`config.mk`:
```
export PLATFORM = sky130hd
export DESIGN_NAME = fetch_stage
export DESIGN_NICKNAME = d
export VERILOG_FILES = /design/src/rtl/fetch_stage.sv
export SDC_FILE = /design/constraint.sdc
export NUM_CORES = 1
export LEC_CHECK = 0
export BUFFER_PORTS_ARGS = -buffer_cell sky130_fd_sc_hd__buf_2
export CAP_MARGIN = 20
export CORE_AREA = 4 4 117 147
export DETAILED_ROUTE_END_ITERATION = 16
export DIE_AREA = 0 0 121 151
export PLACE_DENSITY = 0.58
export SETUP_SLACK_MARGIN = 0.02
export SKIP_CTS_REPAIR_TIMING = 1
export SLEW_MARGIN = 10
export SYNTH_ARGS = -nofsm -noshare
export SYNTH_HDL_FRONTEND = slang
export SYNTH_SLANG_ARGS = --single-unit
```
`constraint.sdc`:
```
create_clock -name clk -period 6.8 [get_ports clk]
set_clock_uncertainty 0.15 [all_clocks]
set_input_delay 1.02 -clock clk [delete_from_list [all_inputs] [get_ports clk]]
set_output_delay 1.02 -clock clk [all_outputs]
set_load 0.05 [all_outputs]
```
`src/rtl/fetch_stage.sv`:
```
// IF stage: PC register, instruction memory address, IF/ID pipeline register.
// Handles hazard stall/flush and EX branch/jump redirects.
module fetch_stage #(
    parameter int              XLEN         = 32,
    parameter logic [XLEN-1:0] RESET_VECTOR = '0,
    parameter logic [XLEN-1:0] NOP_INSTR    = 32'h0000_0013
) (
    input  logic            clk,
    input  logic            rst_n,
    input  logic            stall_i,
    input  logic            flush_i,
    input  logic            redirect_valid_i,
    input  logic [XLEN-1:0] redirect_pc_i,
    output logic [XLEN-1:0] imem_addr_o,
    input  logic [XLEN-1:0] imem_instr_i,
    output logic            if_id_valid_o,
    output logic [XLEN-1:0] if_id_pc_o,
    output logic [XLEN-1:0] if_id_pc4_o,
    output logic [XLEN-1:0] if_id_instr_o,
    output logic            misalign_o
);

    logic [XLEN-1:0] r_pc;
    logic            r_valid;
    logic [XLEN-1:0] r_ifid_pc;
    logic [XLEN-1:0] r_ifid_pc4;
    logic [XLEN-1:0] r_ifid_instr;
    logic            r_misalign;

    logic [XLEN-1:0] w_pc4;
    logic [XLEN-1:0] w_redir_pc;
    logic [XLEN-1:0] w_reset_pc;
    logic            w_bubble;
    logic            w_misalign;

    assign w_pc4      = r_pc + XLEN'(4);
    assign w_redir_pc = {redirect_pc_i[XLEN-1:2], 2'b00};
    assign w_reset_pc = {RESET_VECTOR[XLEN-1:2], 2'b00};
    assign w_bubble   = redirect_valid_i | flush_i;
    assign w_misalign = redirect_valid_i & (|redirect_pc_i[1:0]);

    // Redirect outranks stall so the wrong-path fetch is never delivered.
    always_ff @(posedge clk) begin
        if (!rst_n) begin
            r_pc         <= w_reset_pc;
            r_valid      <= 1'b0;
            r_ifid_pc    <= '0;
            r_ifid_pc4   <= '0;
            r_ifid_instr <= NOP_INSTR;
            r_misalign   <= 1'b0;
        end else begin
            r_misalign <= w_misalign;

            if (redirect_valid_i) begin
                r_pc <= w_redir_pc;
            end else if (!stall_i) begin
                r_pc <= w_pc4;
            end

            if (w_bubble) begin
                r_valid      <= 1'b0;
                r_ifid_instr <= NOP_INSTR;
            end else if (!stall_i) begin
                r_valid      <= 1'b1;
                r_ifid_pc    <= r_pc;
                r_ifid_pc4   <= w_pc4;
                r_ifid_instr <= imem_instr_i;
            end
        end
    end

    assign imem_addr_o   = r_pc;
    assign if_id_valid_o = r_valid;
    assign if_id_pc_o    = r_ifid_pc;
    assign if_id_pc4_o   = r_ifid_pc4;
    assign if_id_instr_o = r_ifid_instr;
    assign misalign_o    = r_misalign;

endmodule

```
; ---- After elaboration in Yosys (flattened, before gate mapping)
; Index checks and enable logic that the tools add are counted.
[totals]
register_bits = 130
latch_bits = 0
ram_bits = 0
romBits = 0
in_bits = 69
output_inout_bits = 130
word_cells = 20
mem_count = 0
[classes]
n_addsub = 1
mul = 0
n_div = 0
order_cmp = 0
eq_ne = 1
shifts = 0
mux = 2
bitwise = 5
reduce_logical = 4
[op_table]
columns = op, count
row1 = 32-bit 2-to-1 mux, 2
row2 = 32-bit by 3-bit adder with 32-bit output (second input constant), 1
row3 = 2-bit OR reduction, 3
row4 = 1-bit NOT, 3
row5 = 2-bit by 1-bit inequality test with 1-bit output (second input constant), 1
row6 = 2-bit AND reduction, 1
row7 = 1-bit bitwise AND, 1
row8 = 1-bit bitwise OR, 1

; ---- Depth between registers and ports, before layout
[logic_depth]
ltp_word = 3
mapped_depth = 7

; ---- Least setup slack after synthesis
; No wires, ideal clock.
[synth_path]
path_kind = input -> register
start = in stall_i
end = reg r_pc[27], in the netlist imem_addr_o[27]
t_arrival_ns = 2.600
slack_ns = 3.928
path_stages = 5
path_cell_list = clkbuf_1 > nand4b_1 > or4_1 > o31a_1 > o311a_1
[synth_between]
elab_chain_len = 1
[synth_lines]
columns = element, line_no
row1 = start: declaration, 10  ; input logic stall_i,
row2 = 2-bit by 1-bit inequality test with 1-bit output (no source line), n/a
row3 = end signal: assignment, 45  ; r_pc <= w_reset_pc;
row4 = end signal: assignment, 55  ; r_pc <= w_redir_pc;
row5 = end signal: assignment, 57  ; r_pc <= w_pc4;
row6 = end: declaration, 23  ; logic [XLEN-1:0] r_pc;
; Every way passes these cells.
; A chain may end at the register's enable or synchronous reset.

==> metrics.yaml <==
outcome: "completed"
criticalPathCategory: "in2reg"
reg2reg_to: "imem_addr_o[16]$_SDFFE_PN0P_"
fin_crit_sh_pct: 46.7
cts_root_buf: "clkbuf_16"
synth_compound_area_share_pct: 17.8
clkSlewWorstSetupHoldPaths_ns: 0.06
min_path_type: "reg2reg"
fin_area_sq_um: 7140
setup_viol: 0
synthCells: 655
drv_cap: 0
crit_start: "rst_n"
power.density_nw_per_um2: 284
worst_r2r_path_depth: 5
cts_num_sinks: 124
synth_area_sq_um: 5470
drv_slew: 0
worstSetupEndpointType: "flop"
dieArea_sq_um: 18300
track_usage_pct: 18.8
start_kind: "input port"
worstPathRequired_ns: 7.02
async_flop_share_pct: 0
synth-xor-area-share_pct: 3.52
synth_top_area_share_pct: 45.4
finalWeightedCongestion: 0.810
antenna_found_initial: 0
grt_pass1_vias: 5104
dpl.hpwl_mm: 12.1
ant_nets: 0
critPathMaxFanout: 50
place_ws_ns: 2.86
drt_iter0_drc: 348
clkLatencyLatePin_ns: 0.42
layout.nets: 880
hold_viol: 0
rrSetupSlack_ns: 3.96
synth-seq-cells: 124
antenna_cells: 0
yosys-top-cells-area: "dfxtp_1 (45%), mux2i_1 (5.9%), nand2_1 (5.8%)"
rows: 52
place_area_sq_um: 6470
syn2layout_area_growth_pct: 30.5
clk_path_buf_depth: 2
drc_errors: 0
wl_per_cell_microns: 16.5
synth_top_family_by_area: "simple AND/OR/NAND/NOR gates"
wl_mm: 17.2
grt_pass1_wl_mm: 27.0
start_util_pct: 34.3
grt_max_degree: 85
yosysWarnings: 0
ys_seq_area_share_pct: 45.4
core_sq_um: 15900
overflow: 0
chipWidth_microns: 121
io_buffers: 192
worst_slew_pin_slew_ns: 0.908
fillers: 1678
tns_ns: 0
routed_via_density: 5.08
r2r-start: "imem_addr_o[2]$_SDFFE_PN0P_"
synthMuxAreaShare_pct: 5.85
avgSynthCellArea_sq_um: 8.36
firstDrtPassIters: 4
synth-main-ff-cell: "dfxtp_1"
fin_util_pct: 44.8
arrival_ns: 3.39
endpoint: "imem_addr_o[28]$_SDFFE_PN0P_"
yosys.area.top_type: "dfxtp_1"
numCtsBuffers: 17
synth_cell_types: 45
fin_ws_ns: 3.62
synth_edf_count: 0
synth_common_cells: "dfxtp_1 (124), nand2_1 (84), o21ai_0 (58)"
layout-drive-gt1-share_pct: 28.7
pin_count: 199
period_needed_ns: 3.18
synthAdderAreaFrac_pct: 0.229
synth_simple_gate_area_share_pct: 21.5
synth_most_common_cell: "dfxtp_1"
dieHeight_microns: 151
ir_drop_mv: 0.167
vias: 5281
grt_setup_unrepaired: "no"
p_leak_uw: 0.00299
cts_tree: "built"
cts-htree-levels: 4
slew_headroom_pct: 39.5
clock.fmax_ghz: 0.315
[metrics by stage]
step           hold WS [ns]  cells  power (uW)
6_report              0.298   1039        2030
5_1_grt               0.312   1039        2110
4_1_cts               0.301   1038        2040
3_5_place_dp          0.294   1006        1060
3_3_place_gp          0.283   1006        1060
2_1_floorplan         0.518    660         990
[cell type report]
type	count	area [sq um]	area share, %
multi-input cells	463	2700	37.8
flip-flops and latches	124	2480	34.8
repair buffers	197	1020	14.3
clock buffers	19	453	6.34
well taps	216	270	3.79
clock inverters	13	188	2.63
inverters	7	26.3	0.368
[how the worst min path moves through the flow]
stage	to	cells after the start	slack (ns)	startpoint
after global placement	if_id_valid_o$_SDFFE_PP0N_	2	0.28	if_id_valid_o$_SDFFE_PP0N_
after detailed placement	if_id_pc_o[26]$_SDFFE_PN0P_	2	0.29	if_id_pc_o[26]$_SDFFE_PN0P_
after CTS	if_id_pc_o[26]$_SDFFE_PN0P_	2	0.30	if_id_pc_o[26]$_SDFFE_PN0P_
after global routing	if_id_pc_o[22]$_SDFFE_PN0P_	2	0.31	if_id_pc_o[22]$_SDFFE_PN0P_
after floorplan	if_id_valid_o$_SDFFE_PP0N_	2	0.52	if_id_valid_o$_SDFFE_PP0N_
final	if_id_pc_o[22]$_SDFFE_PN0P_	2	0.30	if_id_pc_o[22]$_SDFFE_PN0P_
[cells in the final DEF (no fill, tap or decap), types with 13 or more instances in the layout]
master     instances
or4_1             16
dfxtp_1          124
mux2i_1           32
a31oi_1           21
or3_1             21
clkbuf_16         17
xnor2_1           13
nand2_1           84
o21ai_0           58
nor2_1            50
buf_2            192
a21oi_1           48
[registers in the layout (all words and copies together), names as in the netlist]
| signal | flops |
|---|---|
| if_id_pc_o | 30 |
| misalign_o | 1 |
| if_id_instr_o | 32 |
| imem_addr_o | 30 |
| if_id_valid_o | 1 |
| if_id_pc4_o | 30 |
[where the power goes]
part           total, uW  switching, uW  internal [uW]
Combinational        253            183           70.4
Sequential           794           38.1            756
Clock                979            345            634
[logic make-up (layout without fill, tap and decap cells)]
logic type / count (synthesis) / after routing
AO/OA/AOI/OAI: 164 / 164
XOR/XNOR: 22 / 22
adder cells (fa/ha/maj): 1 / 1
buffers and inverters: 73 / 236
flip-flops: 124 / 124
multiplexers: 32 / 32
other: 1 / 6
AND/OR/NAND/NOR: 238 / 238
[routing by layer]
metal | share of wire, % | GRT usage [%] | vias up
met2 | 49 | 31.8 | 166
met4 | 2.2 | 7.37 | 0
li1 | - | - | 2639
met5 | 0 | 0 | -
met3 | 7.7 | 7.13 | 24
met1 | 41 | 21.5 | 2452
[worst max-delay path: stages]
cell	delay (ns)
buf_2	0.62
inv_2	0.59
or3_1	0.54
or4_1	0.52
nand3_1	0.09
(Power assumes the default switching activity.)
